==> src/rtl/dct_pkg.sv <==
// ============================================================================
// Module      : dct_pkg
// Description : Shared constants and types for the 2D-DCT transpose buffer.
//               BLOCK_DIM/BLOCK_SIZE describe the 8x8 block geometry and
//               bank_state_t is the per-bank occupancy state.
// Revision    : 1.0 - initial release
// ============================================================================
`default_nettype none

package dct_pkg;

  localparam int BLOCK_DIM  = 8;
  localparam int BLOCK_SIZE = 64;

  typedef enum logic [1:0] {
    BANK_EMPTY    = 2'd0,
    BANK_FILLING  = 2'd1,
    BANK_FULL     = 2'd2,
    BANK_DRAINING = 2'd3
  } bank_state_t;

  // Flat storage address of coefficient (row, col) in a row-major block.
  function automatic logic [5:0] coef_addr(input logic [2:0] row, input logic [2:0] col);
    return {row, col};
  endfunction

endpackage

`default_nettype wire

==> src/rtl/dct_transpose_bank.sv <==
// ============================================================================
// Module      : dct_transpose_bank
// Description : One 8x8 coefficient bank of the ping-pong transpose buffer.
//               Holds the coefficients, the bank occupancy state and the
//               sof/eol sideband flags captured while the block was written.
// Ports       : clk_i/rst_i      - clock, synchronous active-high reset
//               wr_*             - write port (row, col, data, sideband)
//               rd_en_i/rd_last_i- column handshake / last column of block
//               rd_col_i         - column being presented
//               state_o, sof_o, eol_o, col_data_o - bank status and column
// Revision    : 1.0 - initial release
// ============================================================================
`default_nettype none

module dct_transpose_bank
  import dct_pkg::*;
#(
  parameter int COEF_WIDTH = 11
) (
  input  logic                            clk_i,
  input  logic                            rst_i,
  input  logic                            wr_en_i,
  input  logic [2:0]                      wr_row_i,
  input  logic [2:0]                      wr_col_i,
  input  logic [COEF_WIDTH-1:0]           wr_data_i,
  input  logic                            wr_first_i,
  input  logic                            wr_last_i,
  input  logic                            wr_sof_i,
  input  logic                            wr_eol_i,
  input  logic                            rd_en_i,
  input  logic                            rd_last_i,
  input  logic [2:0]                      rd_col_i,
  output bank_state_t                     state_o,
  output logic                            sof_o,
  output logic                            eol_o,
  output logic [BLOCK_DIM*COEF_WIDTH-1:0] col_data_o
);

  // Storage is deliberately left unreset; state gates any stale contents.
  logic [COEF_WIDTH-1:0] r_mem [BLOCK_SIZE];
  bank_state_t           r_state;
  logic                  r_sof;
  logic                  r_eol;

  always_ff @(posedge clk_i) begin
    if (wr_en_i) begin
      r_mem[coef_addr(wr_row_i, wr_col_i)] <= wr_data_i;
    end
  end

  // Writes only happen while EMPTY/FILLING and reads only while
  // FULL/DRAINING, so the two enables are never active together.
  always_ff @(posedge clk_i) begin
    if (rst_i) begin
      r_state <= BANK_EMPTY;
      r_sof   <= 1'b0;
      r_eol   <= 1'b0;
    end else if (wr_en_i) begin
      r_state <= wr_last_i ? BANK_FULL : BANK_FILLING;
      if (wr_first_i) begin
        r_sof <= wr_sof_i;
      end
      r_eol <= r_eol | wr_eol_i;
    end else if (rd_en_i) begin
      if (rd_last_i) begin
        r_state <= BANK_EMPTY;
        r_sof   <= 1'b0;
        r_eol   <= 1'b0;
      end else begin
        r_state <= BANK_DRAINING;
      end
    end
  end

  assign state_o = r_state;
  assign sof_o   = r_sof;
  assign eol_o   = r_eol;

  // Lane r of the column read port carries block row r.
  for (genvar r = 0; r < BLOCK_DIM; r++) begin : g_lane
    assign col_data_o[r*COEF_WIDTH +: COEF_WIDTH] = r_mem[coef_addr(3'(r), rd_col_i)];
  end

endmodule

`default_nettype wire

==> src/rtl/dct_transpose_ctrl.sv <==
// ============================================================================
// Module      : dct_transpose_ctrl
// Description : Ping-pong transpose-buffer controller between the row-pass
//               and column-pass 1D-DCT engines. Scalar coefficients arrive
//               row-major per 8x8 block; each full block is replayed as
//               eight 8-lane column vectors.
// Ports       : clk_i, rst_i          - clock, synchronous active-high reset
//               coef_t*_i/coef_tready_o - AXI4-Stream slave, one coefficient
//                                         per beat (tdata zero-padded)
//               col_t*_o/col_tready_i   - AXI4-Stream master, one column per
//                                         beat, lane r = block row r
// Config      : DCT_TRANSPOSE_OUT_REG_EN - adds a registered col output stage
// Revision    : 1.0 - initial release
// ============================================================================
`default_nettype none

module dct_transpose_ctrl
  import dct_pkg::*;
#(
  parameter int COEF_WIDTH = 11
) (
  input  logic                                   clk_i,
  input  logic                                   rst_i,
  input  logic [((COEF_WIDTH+7)/8)*8-1:0]        coef_tdata_i,
  input  logic                                   coef_tvalid_i,
  output logic                                   coef_tready_o,
  input  logic                                   coef_tuser_i,
  input  logic                                   coef_tlast_i,
  output logic [BLOCK_DIM*COEF_WIDTH-1:0]        col_tdata_o,
  output logic                                   col_tvalid_o,
  input  logic                                   col_tready_i,
  output logic                                   col_tuser_o,
  output logic                                   col_tlast_o,
  output logic [(BLOCK_DIM*COEF_WIDTH+7)/8-1:0]  col_tkeep_o,
  output logic [(BLOCK_DIM*COEF_WIDTH+7)/8-1:0]  col_tstrb_o
);

  localparam int c_in_width  = ((COEF_WIDTH+7)/8)*8;
  localparam int c_col_width = BLOCK_DIM*COEF_WIDTH;

  logic [5:0]             r_wr_cnt;
  logic                   r_wr_bank;
  logic [2:0]             r_rd_col;
  logic                   r_rd_bank;

  bank_state_t            w_bank_state [2];
  logic                   w_bank_sof   [2];
  logic                   w_bank_eol   [2];
  logic [c_col_width-1:0] w_bank_col   [2];

  bank_state_t            w_wr_state;
  bank_state_t            w_rd_state;
  logic                   w_wr_fire;
  logic                   w_rd_fire;
  logic                   w_rd_last;
  logic                   w_mux_valid;
  logic                   w_mux_ready;
  logic [c_col_width-1:0] w_mux_data;
  logic                   w_mux_user;
  logic                   w_mux_last;

  if (c_in_width > COEF_WIDTH) begin : g_pad
    logic w_unused_pad;
    assign w_unused_pad = ^coef_tdata_i[c_in_width-1:COEF_WIDTH];
  end else begin : g_nopad
  end

  // ---------------- write side ----------------
  assign w_wr_state    = w_bank_state[r_wr_bank];
  assign coef_tready_o = (w_wr_state == BANK_EMPTY) || (w_wr_state == BANK_FILLING);
  assign w_wr_fire     = coef_tvalid_i && coef_tready_o;

  always_ff @(posedge clk_i) begin
    if (rst_i) begin
      r_wr_cnt  <= 6'd0;
      r_wr_bank <= 1'b0;
    end else if (w_wr_fire) begin
      r_wr_cnt <= r_wr_cnt + 6'd1;
      if (r_wr_cnt == 6'd63) begin
        r_wr_bank <= ~r_wr_bank;
      end
    end
  end

  // ---------------- read side ----------------
  assign w_rd_state  = w_bank_state[r_rd_bank];
  assign w_mux_valid = (w_rd_state == BANK_FULL) || (w_rd_state == BANK_DRAINING);
  assign w_rd_last   = (r_rd_col == 3'd7);
  assign w_rd_fire   = w_mux_valid && w_mux_ready;
  assign w_mux_data  = w_mux_valid ? w_bank_col[r_rd_bank] : '0;
  assign w_mux_user  = w_mux_valid && w_bank_sof[r_rd_bank] && (r_rd_col == 3'd0);
  assign w_mux_last  = w_mux_valid && w_bank_eol[r_rd_bank] && w_rd_last;

  always_ff @(posedge clk_i) begin
    if (rst_i) begin
      r_rd_col  <= 3'd0;
      r_rd_bank <= 1'b0;
    end else if (w_rd_fire) begin
      r_rd_col <= r_rd_col + 3'd1;
      if (w_rd_last) begin
        r_rd_bank <= ~r_rd_bank;
      end
    end
  end

  // ---------------- banks ----------------
  for (genvar b = 0; b < 2; b++) begin : g_bank
    dct_transpose_bank #(
      .COEF_WIDTH (COEF_WIDTH)
    ) u_bank (
      .clk_i      (clk_i),
      .rst_i      (rst_i),
      .wr_en_i    (w_wr_fire && (r_wr_bank == 1'(b))),
      .wr_row_i   (r_wr_cnt[5:3]),
      .wr_col_i   (r_wr_cnt[2:0]),
      .wr_data_i  (coef_tdata_i[COEF_WIDTH-1:0]),
      .wr_first_i (r_wr_cnt == 6'd0),
      .wr_last_i  (r_wr_cnt == 6'd63),
      .wr_sof_i   (coef_tuser_i),
      .wr_eol_i   (coef_tlast_i),
      .rd_en_i    (w_rd_fire && (r_rd_bank == 1'(b))),
      .rd_last_i  (w_rd_last),
      .rd_col_i   (r_rd_col),
      .state_o    (w_bank_state[b]),
      .sof_o      (w_bank_sof[b]),
      .eol_o      (w_bank_eol[b]),
      .col_data_o (w_bank_col[b])
    );
  end

  // ---------------- output stage ----------------
`ifdef DCT_TRANSPOSE_OUT_REG_EN
  logic                   r_out_valid;
  logic [c_col_width-1:0] r_out_data;
  logic                   r_out_user;
  logic                   r_out_last;

  // Refill whenever the register is empty or being consumed; the mux side
  // is already zeroed when invalid, so the register inherits that.
  assign w_mux_ready = !r_out_valid || col_tready_i;

  always_ff @(posedge clk_i) begin
    if (rst_i) begin
      r_out_valid <= 1'b0;
      r_out_data  <= '0;
      r_out_user  <= 1'b0;
      r_out_last  <= 1'b0;
    end else if (w_mux_ready) begin
      r_out_valid <= w_mux_valid;
      r_out_data  <= w_mux_data;
      r_out_user  <= w_mux_user;
      r_out_last  <= w_mux_last;
    end
  end

  assign col_tvalid_o = r_out_valid;
  assign col_tdata_o  = r_out_data;
  assign col_tuser_o  = r_out_user;
  assign col_tlast_o  = r_out_last;
`else
  assign w_mux_ready  = col_tready_i;
  assign col_tvalid_o = w_mux_valid;
  assign col_tdata_o  = w_mux_data;
  assign col_tuser_o  = w_mux_user;
  assign col_tlast_o  = w_mux_last;
`endif

  assign col_tkeep_o = '1;
  assign col_tstrb_o = '1;

endmodule

`default_nettype wire
==> config.mk <==
export PLATFORM = sky130hd
export DESIGN_NAME = dct_transpose_ctrl
export DESIGN_NICKNAME = d
export VERILOG_FILES = /design/src/rtl/dct_pkg.sv /design/src/rtl/dct_transpose_bank.sv /design/src/rtl/dct_transpose_ctrl.sv
export SDC_FILE = /design/constraint.sdc
export NUM_CORES = 1
export LEC_CHECK = 0
export CORE_ASPECT_RATIO = 0.7
export CORE_MARGIN = 4
export CORE_UTILIZATION = 66
export DETAILED_ROUTE_END_ITERATION = 10
export GPL_TIMING_DRIVEN = 0
export HOLD_SLACK_MARGIN = 0.15
export PLACE_DENSITY = 0.84
export SKIP_LAST_GASP = 1
export SLEW_MARGIN = 0
export SYNTH_ARGS = -nofsm -noshare
export SYNTH_HDL_FRONTEND = slang
export SYNTH_SLANG_ARGS = --single-unit
==> constraint.sdc <==
create_clock -name clk_i -period 3.5 [get_ports clk_i]
set_input_delay 0.7 -clock clk_i [delete_from_list [all_inputs] [get_ports clk_i]]
set_output_delay 0.7 -clock clk_i [all_outputs]
set_load 0.03 [all_outputs]
==> results by group <==
Outcome
  – Status: finished, violations left
  – Failing checks: capacitance limit, slew limit, setup timing

Logic synthesis
  – Mean Syn Cell Area: 19.7 sq um
  – Library cells used by synthesis: 39
  – Post-synth top area share: 76.0%
  – Largest cells by area after synthesis: edfxtp_1 (76%), mux4_2 (11%), mux2i_1 (3.3%)
  – Synth warnings: 0
  – Post-synth top area cell: edfxtp_1
  – Mapped Cells: 2,820
  – Yosys reg bits: 1,428
  – Syn Std Cell Area: 55,600 sq um
  – Register area share after synthesis: 76.7%

Global route
  – Vias in the first global route: 31,500
  – Initial antenna violation count: 6
  – Largest net degree at the start of global routing: 96
  – First-pass GRT wire length: 219,000 microns
  – Total Routing Usage GR: 34.3%
  – Overflow after GRT: 0

Cells and area
  – Final instance area: 64,500 sq um
  – Non-Filler Instances: 4,412
  – Share of cells above drive strength 1: 27.8%
  – Most frequent cells in the layout: edfxtp_1 (1,408), nand2_1 (272), mux4_2 (265)
  – Area growth, synth to finish: 15.9%
  – Commonest non-fill, non-tap cell in the layout: edfxtp_1
  – Layout filler cell count: 4,071
  – Nets: 3,208

STA
  – # setup viols final: 91
  – Max-slew violation count: 11
  – Final hold slack: 0.344 ns
  – Slew @ Worst Pin: 1.61 ns
  – Setup ws final: -0.154 ns
  – Final Skew: 0.0340 ns
  – Final worst-path cycle share: 104%
  – FMAX: 274 MHz
  – Post-route minimum period: 3.65 ns
  – Slew headroom: -7.19%
  – Final Hold Fails: 0
  – RSZ-0062 raised after global routing: true

Setup path
  – Critical path launch point type: flop
  – Worst-path fanout max: 7
  – Critical path cell sequence: buf_12, buf_16, buf_12, buf_16, mux4_2, nand4_1, o211ai_1, buf_4
  – Delay-heaviest family, CP: buffers and inverters
  – CP Class: reg -> out
  – Worst reg2reg setup slack: -0.10 ns
  – Crit path buf inv count: 5
  – Crit path required time: 2.80 ns
  – CP arrival: 2.95 ns
  – Max incr delay on CP: 0.55 ns
  – Crit. End Element: output pin
  – Slowest CP cell: mux4_2

Floorplanning
  – Die ar.: 89,100 sq um
  – Die Span X: 355 microns
  – I/O Pins: 136
  – Placement row count: 88
  – Initial Util: 67.0%
  – CORE AREA: 83,000 sq um
  – Die H: 251 microns

Detailed routing
  – DRC Markers: 0
  – Remaining antenna violation count after routing: 0
  – Drt wl/cell: 35.3 microns
  – Vias per Instance: 7.24
  – Drt first-iter violations: 6,099
  – Routed WL: 156,000 microns
  – Drt pass-1 iters: 6
  – Routed via count: 31,900

CTS
  – Clk buf depth: 3
  – Num CTS Buffers: 120
  – # hold bufs at CTS: 0
  – Clock Pin Slew Worst Setup and Hold Paths: 0.07 ns
  – TritonCTS clock tree: done
  – Clock Sinks: 1,428
  – Root buffer selected by CTS: clkbuf_16
  – Clk_lat worst skew: 0.73 ns
  – H-Tree Depth: 3

Placement
  – Port buffer count: 106
  – Dpl hpwl: 88,200 microns
  – Placed Area: 58,500 sq um
  – Dpl cells: 4,083
  – GP Congestion: 0.878

Power
  – Part of the power in combinational logic: 1.6%
  – Peak VDD IR: 0.658 mV
  – Pint: 26.7 mW
  – Clock share of power: 41.9%
  – Sw frac: 19.8%
  – NetSw: 6.60 mW
  – Seq pwr share: 56.5%
  – PwrDens: 516 nW/um^2
  – Total chip power: 33.3 mW
  – Leakage power: 19.9 nW

Job
  – Max-cap violation count: 1

Worst hold path
  – Hold/Removal Path Class: in -> reg
area by class of cell:
cell class / instances / area, sq um / share of cell area, %
Clock buffer: 153 / 3260 / 5.05
Clock inverter: 73 / 787 / 1.22
Timing Repair Buffer: 225 / 2320 / 3.60
Multi-Input combinational cell: 1222 / 12400 / 19.1
Inverter: 5 / 18.8 / 0.0291
Antenna cell: 2 / 5.00 / 0.00776
Tap cell: 1125 / 1410 / 2.18
Sequential cell: 1428 / 42700 / 66.2
Buffer: 179 / 1660 / 2.58
synth_stat cells:
master,n
edfxtp_1,1408
nand2_1,281
mux4_2,265
mux2i_1,181
nor2_1,142
nand4_1,88
o211ai_1,88
a32oi_1,87
buf_2,59
clkbuf_1,52
buf_4,41
buf_6,26
dfxtp_1,20
nand3_1,12
buf_1,8
a21oi_1,7
nor2b_1,6
ha_1,5
inv_1,5
nor3_1,5
and3_1,4
o21ai_0,4
xor2_1,4
and2_1,3
or3_1,3
and3b_1,2
xnor2_1,2
a211o_1,1
a2bb2oi_1,1
and4b_1,1
conb_1,1
mux2_2,1
nand2b_1,1
nand3_2,1
nand4b_1,1
nor3b_4,1
nor4bb_1,1
o22ai_1,1
or2_2,1
state kept, by name (all words and copies together), names as in the netlist, named ones only:
| name | count |
|---|---|
| g_bank.u_bank.r_mem | 1408 |
| r_wr_cnt | 6 |
| r_rd_col | 3 |
| g_bank.u_bank.eol_o | 2 |
| g_bank.u_bank.sof_o | 2 |
| g_bank.u_bank.state_o | 2 |
| r_rd_bank | 1 |
| r_wr_bank | 1 |
tightest hold or removal path, cell delays in order:
cell and delay, ns:
buf_4 0.15, nand3_1 0.11, a21oi_1 0.06
timing repair:
| item | 4_1_cts | 5_1_grt |
|---|---|---|
| pin swaps | 64 | 83 |
| gates resized for setup | 658 | 218 |
| endpoints found under the setup margin | 530 | 228 |
| setup buffers | 57 | 45 |
| cloned | 8 | 4 |
through the flow:
stage	TNS, ns	util (%)	setup slack [ns]
global route	-6.44	77.7	-0.180
floorplan	0	-	0.927
detailed placement	-129.88	70.4	-1.10
CTS	-29.71	76.7	-0.328
finish	-5.76	77.7	-0.154
global placement	-2511.06	70.1	-2.02
routing by layer:
metal	GRT usage (%)	vias up	share of wire, %
met5	1.11	-	0.11
met4	14.8	6	5.1
met3	10.6	534	15
met2	52.3	3119	47
met1	47.0	16000	34
li1	-	12200	-
worst paths after layout:
path	start	endpoint	cells after the start
max	flop	col_tdata_o[26]	8
min reg2reg	g_bank[0].u_bank.state_o[1]	g_bank[0].u_bank.state_o[1]	2
min	coef_tvalid_i	r_wr_cnt[1]	3
max reg2reg	r_wr_cnt[2]	g_bank[1].u_bank.r_mem[36][3]	4
power by group through the flow:
stage	sequential [mW]	clock, mW	combinational (mW)
floorplan	19.2	0	0.113
global placement	19.3	0	0.430
detailed placement	19.2	0	0.504
CTS	18.8	13.8	0.506
global route	18.8	14.7	0.548
finish	18.8	14.0	0.534
cell families after synthesis:
group / count (synthesis) / share of synthesized area [%]
fa+ha+maj: 5 / 0.112
compound gates: 189 / 2.70
xor+xnor: 6 / 0.0944
mux: 447 / 14.0
other cells: 1 / 0.00674
simple gates: 553 / 4.33
flops: 1428 / 76.7
buf+inv: 191 / 2.05
Note: power is estimated with default switching activity, not from simulation.
==> edit (config.mk and constraints unchanged) <==
Add a define of `DCT_TRANSPOSE_OUT_REG_EN`.
--- a/src/rtl/dct_transpose_ctrl.sv
+++ b/src/rtl/dct_transpose_ctrl.sv
@@ -13,6 +13,8 @@
 // Revision    : 1.0 - initial release
 // ============================================================================
 `default_nettype none
+
+`define DCT_TRANSPOSE_OUT_REG_EN
 
 module dct_transpose_ctrl
   import dct_pkg::*;
Function: not settled (the Yosys comparison gave no result); the edit may change what the design does.
==> edit against the original RTL <==
The flow still finishes with violations (max-capacitance violations, max-slew violations, negative setup slack); power is 6.0% higher; hold slack better by 0.011 ns; sequential cell count grew 91; synthesized area grew 3.6%; setup slack got worse by 0.054 ns; combinational power is 0.7% higher; cell area increased by 0.85%; cell count down 3.6%; routed wire length is 3.7% lower; synthesized cell count shrank 4.1%; critical path type is now flop to flop; largest cell class unchanged; highest routed layer is now met4.
==> edit: results (changes against the original RTL) <==
- Clock buffer count: 196 (was 153)
- Multi-input logic area: 12400 µm² (about the same)
- Status: finished, violations left (unchanged)
- Setup Buffers After CTS: 0 (was 57)
- Drt wl/cell: 35.3 µm (about the same)
- Met1 usage: 0.472 (was 0.470)
- Worst path arrival time: 4.05 ns (was 2.95 ns)
- Grt met2 use: 0.498 (was 0.523)
- Setup Skew: 0.0354 ns (was 0.0340 ns)
- Max_cap viols: 1 (unchanged)
- Hpwl dp: 89700 µm (was 88200 µm)
- Initial DRC Count: 5764 (was 6099)
- Layout cell share with drive strength beyond 1: 0.251 (was 0.278)
- Multi-input gate count: 1026 (was 1222)
- Largest delay contributor family on the critical path: simple AND/OR/NAND/NOR gates (was buffers and inverters)
- Register area: 44500 µm² (was 42700 µm²)
- Slew Viols, Final: 10 (was 11)
- Failing checks: max-capacitance violations, max-slew violations, negative setup slack (unchanged)
- Tot GR Track Use: 0.332 (was 0.343)
- Met3 WL post-DR: 21900 µm (was 22600 µm)
- RePlAce Congestion: 0.911 (was 0.878)
- Met1 wire length: 52800 µm (was 52300 µm)
- Worst skew pair latency: 0.76 ns (was 0.73 ns)
- Non-CTS buffers: 295 (was 404)
- Setup ws final: -0.208 ns (was -0.154 ns)
- Critical Path End: g_bank[1].u_bank.r_mem[7][1] (was col_tdata_o[26])
- Final setup viols: 195 (was 91)
- Post-synthesis mux area share: 0.164 (was 0.140)
- H-tree Lvls: 4 (was 3)
- Layout clock area frac: 0.0672 (was 0.0628)
- Clk sinks: 1519 (was 1428)
- Pin count of the biggest net entering global routing: 89 (was 96)
- Top layer in use: met4 (was met5)
- Static leakage: 19.6 nW (was 19.9 nW)
- Synth Area in Adders: 0.00109 (was 0.00112)
- Post-CTS sizing: 7 (was 658)
- CTS Buf Count: 134 (was 120)
- Vias in the first global route: 30300 (was 31500)
- First-pass GRT wire length: 216000 µm (was 219000 µm)
edit: stage by stage:
| stage | setup WS [ns] | cells | cell area (µm²) | hold WS, ns | power [mW] |
|---|---|---|---|---|---|
| 2_1_floorplan | 0.980 | 2726 | 57700 | 0.482 | 20.4 |
| 3_3_place_gp | -1.76 | 3982 | 60200 | 0.478 | 20.8 |
| 3_5_place_dp | -0.450 | 3995 | 60500 | 0.488 | 20.7 |
| 4_1_cts | -0.00730 | 4244 | 64900 | 0.301 | 35.3 |
| 5_1_grt | -0.188 | 4245 | 65000 | 0.341 | 36.1 |
| 6_report | -0.208 | 4254 | 65000 | 0.354 | 35.3 |
edit: report_power, final:
part           total (mW)  switching, mW  internal, mW
logic               0.538          0.445        0.0934
clock network        14.9           6.62          8.30
registers            19.8         0.0124          19.8
edit: worst min-delay path, cell delays in order:
cell	delay [ns]
buf_2	0.17
nand3_1	0.11
a21oi_1	0.06
